===== src/rtl/stagger_fifo_pkg.sv =====
// stagger_fifo shared defaults.
// Sizing constants reused by fifo_control.
package stagger_fifo_pkg;

  localparam int DEF_FIFO_WIDTH = 16;
  localparam int DEF_DATA_WIDTH = 8;
  localparam int DEF_PTR_W      = $clog2(DEF_FIFO_WIDTH);
  localparam int DEF_CNT_W      = $clog2(DEF_FIFO_WIDTH) + 1;

  typedef logic [DEF_DATA_WIDTH-1:0] elem_t;
  typedef logic [DEF_CNT_W-1:0]      cnt_t;

  typedef enum logic [1:0] {
    CNT_HOLD = 2'b00,
    CNT_DEC  = 2'b01,
    CNT_INC  = 2'b10,
    CNT_SWAP = 2'b11
  } cnt_op_e;

  function automatic cnt_op_e cnt_op(input logic wr,
                                     input logic rd);
    return cnt_op_e'({wr, rd});
  endfunction

endpackage


===== src/rtl/stagger_fifo_skew_delay.sv =====
// Per-lane skew line: DEPTH enable-gated delay stages.
// bypass selects the undelayed input; DEPTH=0 is a wire.
module skew_delay
  import stagger_fifo_pkg::*;
#(
  parameter int DEPTH      = 1,
  parameter int DATA_WIDTH = DEF_DATA_WIDTH
) (
  input  logic                  clk,
  input  logic                  reset,
  input  logic                  en,
  input  logic                  bypass,
  input  logic [DATA_WIDTH-1:0] d,
  output logic [DATA_WIDTH-1:0] q
);

  if (DEPTH == 0) begin : g_wire
    logic unused_ctl;
    assign unused_ctl = ^{clk, reset, en, bypass};
    assign q = d;
  end else begin : g_line
    logic [DEPTH-1:0][DATA_WIDTH-1:0] sr;

    always_ff @(posedge clk) begin
      if (reset) begin
        sr <= '0;
      end else if (en) begin
        sr[0] <= d;
        for (int k = 1; k < DEPTH; k++) begin
          sr[k] <= sr[k-1];
        end
      end
    end

    assign q = bypass ? d : sr[DEPTH-1];
  end

endmodule


===== src/rtl/stagger_fifo.sv =====
// Row-wide FIFO feeding the systolic array.
// Lanes drain aligned or skewed by lane index.
module stagger_fifo
  import stagger_fifo_pkg::*;
#(
  parameter int FIFO_WIDTH = DEF_FIFO_WIDTH,
  parameter int DATA_WIDTH = DEF_DATA_WIDTH
) (
  input  logic                             clk,
  input  logic                             reset,
  input  logic                             push,
  input  logic [FIFO_WIDTH*DATA_WIDTH-1:0] push_data,
  input  logic [FIFO_WIDTH-1:0]            fifo_en,
  input  logic                             stagger,
  output logic [FIFO_WIDTH*DATA_WIDTH-1:0] data_out,
  output logic [$clog2(FIFO_WIDTH):0]      count,
  output logic                             full,
  output logic                             empty,
  output logic                             overflow
);

  localparam int PW = (FIFO_WIDTH > 1) ? $clog2(FIFO_WIDTH) : 1;
  localparam int CW = $clog2(FIFO_WIDTH) + 1;
  localparam int RW = FIFO_WIDTH * DATA_WIDTH;

  typedef logic [RW-1:0] row_t;

  row_t                                 mem [FIFO_WIDTH];
  logic [PW-1:0]                        wr_ptr;
  logic [PW-1:0]                        rd_ptr;
  logic [CW-1:0]                        count_q;
  logic                                 overflow_q;
  logic                                 draining;
  logic                                 stagger_q;
  logic [FIFO_WIDTH-1:0][DATA_WIDTH-1:0] stage0;

  logic pop;
  logic pop_ok;
  logic push_ok;
  row_t head;

  function automatic logic [PW-1:0] ptr_inc(input logic [PW-1:0] p);
    return (p == PW'(FIFO_WIDTH - 1)) ? '0 : p + PW'(1);
  endfunction

  assign full    = (count_q == CW'(FIFO_WIDTH));
  assign empty   = (count_q == '0);
  assign pop     = |fifo_en;
  assign pop_ok  = pop && !empty;
  assign push_ok = push && (!full || pop_ok);

  // Popping while empty feeds a zero bubble into the lanes.
  assign head = pop_ok ? mem[rd_ptr] : '0;

  always_ff @(posedge clk) begin
    if (push_ok) begin
      mem[wr_ptr] <= push_data;
    end
  end

  always_ff @(posedge clk) begin
    if (reset) begin
      wr_ptr     <= '0;
      rd_ptr     <= '0;
      count_q    <= '0;
      overflow_q <= 1'b0;
    end else begin
      if (push_ok) begin
        wr_ptr <= ptr_inc(wr_ptr);
      end
      if (pop_ok) begin
        rd_ptr <= ptr_inc(rd_ptr);
      end
      if (push && !push_ok) begin
        overflow_q <= 1'b1;
      end
      unique case (cnt_op(push_ok, pop_ok))
        CNT_INC:  count_q <= count_q + CW'(1);
        CNT_DEC:  count_q <= count_q - CW'(1);
        CNT_HOLD,
        CNT_SWAP: count_q <= count_q;
        default:  count_q <= count_q;
      endcase
    end
  end

  // Skew mode is fixed for a whole drain burst.
  always_ff @(posedge clk) begin
    if (reset) begin
      draining  <= 1'b0;
      stagger_q <= 1'b0;
    end else begin
      draining <= pop;
      if (pop && !draining) begin
        stagger_q <= stagger;
      end
    end
  end

  always_ff @(posedge clk) begin
    if (reset) begin
      stage0 <= '0;
    end else begin
      for (int i = 0; i < FIFO_WIDTH; i++) begin
        if (fifo_en[i]) begin
          stage0[i] <= head[i*DATA_WIDTH +: DATA_WIDTH];
        end
      end
    end
  end

  for (genvar i = 0; i < FIFO_WIDTH; i++) begin : g_lane
    skew_delay #(
      .DEPTH      (i),
      .DATA_WIDTH (DATA_WIDTH)
    ) u_skew (
      .clk    (clk),
      .reset  (reset),
      .en     (fifo_en[i]),
      .bypass (!stagger_q),
      .d      (stage0[i]),
      .q      (data_out[i*DATA_WIDTH +: DATA_WIDTH])
    );
  end

  assign count    = count_q;
  assign overflow = overflow_q;

endmodule


===== config.mk =====
export PLATFORM = sky130hd
export DESIGN_NAME = stagger_fifo
export DESIGN_NICKNAME = d
export VERILOG_FILES = /design/src/rtl/stagger_fifo_pkg.sv /design/src/rtl/stagger_fifo_skew_delay.sv /design/src/rtl/stagger_fifo.sv
export SDC_FILE = /design/constraint.sdc
export NUM_CORES = 2
export LEC_CHECK = 0
export CORE_MARGIN = 2
export CORE_UTILIZATION = 33
export DETAILED_ROUTE_END_ITERATION = 12
export PLACE_DENSITY = 0.59
export SYNTH_ARGS = -nofsm -noshare
export SYNTH_HDL_FRONTEND = slang
export SYNTH_SLANG_ARGS = --single-unit

===== constraint.sdc =====
create_clock -name clk -period 46.7 [get_ports clk]
set_clock_uncertainty 0.05 [all_clocks]
set_input_delay 14.01 -clock clk [delete_from_list [all_inputs] [get_ports clk]]
set_output_delay 14.01 -clock clk [all_outputs]
set_load 0.05 [all_outputs]

---- Word level (Yosys, flattened, before mapping) ----
Memory sizes are Yosys's and may differ from the RTL's. A register that Yosys moved wholly into a read port is not among the register bits.
Index checks and enable logic that the tools add are counted.
W data, S select, Z words.
storage, ports and cells
  output and inout bits ................... 136
  bits in latches ......................... 0
  flip-flop bits (word level) ............. 1104
  word-level logic and storage cells ...... 189
  memories ................................ 1
  memory bits (writable) .................. 2048
  bits in read-only memories .............. 0
operators by class
  order comparisons ....................... 0
  multipliers ............................. 0
  div/mod/pow operators ................... 0
  muxes and demuxes ....................... 23
  $add $sub $neg .......................... 4
  bitwise gates (word level) .............. 0
  equality and inequality tests ........... 6
  shift operators ......................... 0
  reductions and logical operators ........ 13
memories
  memory  depth  bits a word  read ports  clocked after memory_dff  wr ports  RTL line            text
  mem     16     128          1           1                         1         stagger_fifo.sv:28  row_t mem [FIFO_WIDTH];
operators by type and width
  operator               count
  $mux W128              1
  $mux W8                15
  $mux W4                4
  $reduce_or A16 Y1      1
  $pmux W5 S2            1
  $add A4 B1 Y4 const B  2
  $eq A4 B4 Y1 const B   2
  $add A5 B1 Y5 const B  1
  $eq A5 B5 Y1 const B   1
  $logic_not A5 Y1       1
  $sub A5 B1 Y5 const B  1
  $eq A2 B2 Y1 const B   2
  $logic_and A1 B1 Y1    4
  $logic_not A1 Y1       4
  $eq A2 B1 Y1 const B   1
  $logic_not A2 Y1       1
  $mux W1                2
  $reduce_or A2 Y1       1
  $logic_or A1 B1 Y1     1

---- Depth between registers and ports, before layout ----
  depth in word-level cells ............... 7
  mapped depth ............................ 16

---- Cells and area by module ----
Synthesis repeated with hierarchy kept, for this count alone.
second synthesis, totals
  cells, all modules ...................... 7418
  area total of the unflattened synthesis .. 120082.7 um^2
by module, submodules not included
  module                          seq. area each (um^2)  cells an instance  times used  area each (um^2)
  stagger_fifo                    64461.8                4179               1           84071.9
  skew_delay (g_lane[15].u_skew)  2402.3                 396                1           4451.8
  skew_delay (g_lane[14].u_skew)  2242.2                 370                1           4135.2
  skew_delay (g_lane[13].u_skew)  2082.0                 345                1           3802.4
  skew_delay (g_lane[12].u_skew)  1921.8                 319                1           3524.6
  skew_delay (g_lane[11].u_skew)  1761.7                 293                1           3209.3
  skew_delay (g_lane[10].u_skew)  1601.5                 267                1           2964.1
  skew_delay (g_lane[9].u_skew)   1441.4                 241                1           2675.1
  skew_delay (g_lane[8].u_skew)   1281.2                 215                1           2386.0
  skew_delay (g_lane[7].u_skew)   1121.1                 189                1           2109.5
  skew_delay (g_lane[6].u_skew)   960.9                  164                1           1824.2
  skew_delay (g_lane[5].u_skew)   800.8                  138                1           1552.7
  skew_delay (g_lane[4].u_skew)   640.6                  112                1           1258.7
  skew_delay (g_lane[3].u_skew)   480.5                  86                 1           964.7
  3 more rows                     n/a                    n/a                n/a         n/a

---- Least setup slack after synthesis ----
OpenSTA, ideal clock, no wires.
  path type ............................... input to register
  from .................................... input port fifo_en[9]
  to ...................................... memory mem[0][0] (netlist name), enable pin
  arrival time ............................ 23.550 ns
  setup time .............................. 0.772 ns
  path buffers ............................ 2
  cell stages on the path ................. 7
  setup slack ............................. 22.328 ns
  cells stage by stage .................... clkbuf_1 nor4_1 nand4_1 o21a_1 buf_2 nand2_1 nor3_1
on the way
  longest elaborated chain between the ends .. 6
ends and longest elaborated chain
  what                           RTL line            text
  from (decl)                    stagger_fifo.sv:13  input logic [FIFO_WIDTH-1:0] fifo_en,
  $reduce_or A16 Y1              stagger_fifo.sv:48  assign pop = |fifo_en;
  $logic_and A1 B1 Y1            stagger_fifo.sv:49  assign pop_ok = pop && !empty;
  $logic_or A1 B1 Y1             stagger_fifo.sv:50  assign push_ok = push && (!full || pop_ok);
  $logic_and A1 B1 Y1            stagger_fifo.sv:50
  $mux W1                        stagger_fifo.sv:56  if (push_ok) begin
  $mux W1 (implied by the code)  stagger_fifo.sv:57  mem[wr_ptr] <= push_data;
  to (decl)                      stagger_fifo.sv:28
No other way between the ends.

---- Final worst setup path ----
  from .................................... register stagger_q
  to ...................................... output port data_out[103]
on the way
  longest elaborated chain between the ends .. 1
ends and longest elaborated chain
  what                    RTL line                       text
  from (decl)             stagger_fifo.sv:34             logic stagger_q;
  from (signal assigned)  stagger_fifo.sv:95             stagger_q <= stagger;
  $mux W8                 stagger_fifo_skew_delay.sv:35  assign q = bypass ? d : sr[DEPTH-1];
  to (decl)               stagger_fifo.sv:15             output logic [FIFO_WIDTH*DATA_WIDTH-1:0] data_out,
No other way between the ends.

==> impl_metrics.ini <==
[status]
outcome = finished with violations
violations = design-rule violations, max-capacitance violations

[worst_setup_path]
crit_path_frequent_cell = buf_4
cp_data_arrival_time_ns = 4.72
crit_path_max_incr_delay_ns = 0.83
slowest_stage = buf_4
crit_chain = buf_4, buf_4, mux2_2, clkdlybuf4s50_1
required_ns = 32.64
critPathKind = reg -> out
cp-end-kind = output port
worstSetupStartpointType = register
critPathMaxFanout = 47

[global_routing]
grt_max_degree = 140
grtUsageMet1_pct = 21.1
grt_pass1_vias = 64000
grtUsageTotal_pct = 16.1
grt-ovfl-total = 0
gr-usage-met2_pct = 27.2
top_usage_layer = met2
antenna_found_initial = 83
grt_pass1_wl_um = 438000
grtUsageMet3_pct = 2.78

[detailed_routing]
drt_iter0_drc = 5616
drc = 39
postRouteAntennaNets = 0
wirelength_um = 300000
wire_per_inst_um = 23.6
vias = 63800
first_pass_iters = 10
viasPerCell = 5.02

[cells_and_area]
drive_gt1_share_pct = 13.4
final_common_cell = edfxtp_1
syn_to_final_growth_pct = 16.5
design_area_sq_mm = 0.137
fin_nets = 7808
layout_common_cells = 2048 x edfxtp_1, 1478 x mux2i_1, 1104 x dfxtp_1, 974 x nor2_1, 349 x clkbuf_16

[logic_synthesis]
yosysTopAreaCell = edfxtp_1
synth-seq-area-share_pct = 71.0
synthArstFlopShare_pct = 0
syn_avg_cell_area_sq_um = 15.9
yosys-mux-area-fraction_pct = 18.6
syn_inst = 7422
synth-edff-count = 2048
synth_top_flop_cell = edfxtp_1
synth_fa_ha_area_share_pct = 0.0849
synthDominantCellAreaShare_pct = 52.2
synth_nets = 7578
ys_ff_latch = 3156
synth_area_leaders = edfxtp_1 52%, dfxtp_1 19%, mux2i_1 13%
yosys.area_share.simple_pct = 4.27
synth-compound-area-share_pct = 4.19
synth_top_family_by_area = multiplexers
synth_area_sq_mm = 0.118
yosysWarnings = 0
synth_cell_type_count = 43
synth_xor_area_share_pct = 0.0446

[die]
initial_core_util_pct = 33.1
die_area_sq_mm = 0.362
core_sq_mm = 0.356
die_x_um = 602
rows = 219
num_io_pins = 284
die_h_um = 602

[clock_tree]
cts_resized = 0
cts_root_buf = clkbuf_16
tritoncts = yes
worstSkewPairLatency_ns = 0.95
numClockSinks = 3156
numCtsBuffers = 340
clk_path_buf_depth = 4
postCtsHoldBufs = 0
clkTransAtPathRegs_ns = 0.06
cts_setup_buffers = 0
h-tree-depth = 5

[min_path]
min_path_type = reg -> reg

[power]
p_leak_nw = 46.6
p_per_area_mw_per_mm2 = 50.8
peakVddDrop_v = 0.0000350

[placed_design]
placed_cell_area_sq_mm = 0.126
dp_slack_ns = 27.48
post-dp-hpwl_um = 175000
gp_congestion = 0.768
numPortBuffers = 283

[timing]
hold_violations = 0
tns_ns = 0
finalCritPeriodShare_pct = 40.2
setup_viol = 0
max_slew_margin_pct = 0.972
fmax_ghz = 0.0533
rsz0062_at_grt = no
worst_slew_pin_slew_ns = 1.47
setup_ws_ns = 27.92
final-max-slew-violation-count = 0
fin_crit_ns = 18.78

[run]
maxCapViolations = 1
## worst paths after layout
path / startpoint / endpoint / slack, ns / cells after the start
min: g_lane[11].u_skew.g_line.sr[49] / g_lane[11].u_skew.g_line.sr[57] / 0.43 / 2
min reg2reg: g_lane[11].u_skew.g_line.sr[49] / g_lane[11].u_skew.g_line.sr[57] / 0.43 / 2
max reg2reg: count[1] / mem[13][60] / 41.69 / 7
max: stagger_q / data_out[103] / 27.92 / 4
## cells in the mapped netlist (2+ instances only)
cell	count
a221oi_1	80
nor2_1	987
a31oi_1	3
dfxtp_1	1108
edfxtp_1	2048
mux2_2	121
nor4_1	4
mux2i_1	1478
mux4_2	256
a21oi_1	4
a22o_1	176
nand2_1	60
nor2b_1	6
nand3_1	4
xor2_1	5
buf_4	11
clkbuf_1	296
ha_1	8
buf_1	112
o22ai_1	128
o32ai_1	128
o21ai_0	131
nor3_1	5
inv_1	6
buf_6	3
or3_4	2
nand2b_1	148
a41oi_1	2
a21o_1	2
buf_2	87
## metal layers
metal | vias up | wire [um]
li1 | 28700 | -
met4 | 18 | 9100
met5 | - | 122
met3 | 486 | 17300
met1 | 32800 | 127000
met2 | 1763 | 146000
## cell families after synthesis
group / Yosys count
flip-flops: 3156
multiplexers: 1855
AND/OR/NAND/NOR: 1223
AO/OA/AOI/OAI: 659
buffers and inverters: 515
adder cells (fa/ha/maj): 8
XOR/XNOR: 6
## layout make-up
type	count	area [sq um]
Tap cell	4751	5940
Sequential cell	3156	83700
Clock inverter	149	1920
Fill cell	32700	218000
Multi-Input combinational cell	3751	32200
Clock buffer	472	9710
Inverter	6	22.5
Antenna cell	27	67.6
Timing Repair Buffer	397	3730
## flip-flops by register name, indices dropped and copies added, names as in the netlist, named ones only
signal,count
mem,2048
wr_ptr,4
stagger_q,1
overflow,1
g_lane.u_skew.g_line.sr,960
count,5
rd_ptr,4
draining,1
stage0,128
## critical path: cells and delay by family (launching register included)
kind	cells	cell delay, ns
buffers and inverters	3	2.46
DFF	1	0.78
muxes	1	0.38
## power by group
group	leakage (nW)	internal (W)	switching [W]	total [W]
sequential	27.5	0.00305	0.0000961	0.00314
clock	5.67	0.00166	0.00111	0.00277
combinational	13.4	0.000396	0.000678	0.00107
total	46.6	0.00510	0.00188	0.00698
## stage by stage
stage,cells,utilization [%],hold slack [ns],total power (W)
6_report,12700,38.6,0.426,0.00698
5_1_grt,12700,38.6,0.445,0.00722
4_1_cts,12700,38.6,0.405,0.00706
3_5_place_dp,12100,35.3,0.415,0.00429
3_3_place_gp,12100,35.3,0.416,0.00428
2_1_floorplan,7422,-,0.404,0.00385
Power figures use the tool's default switching activity.
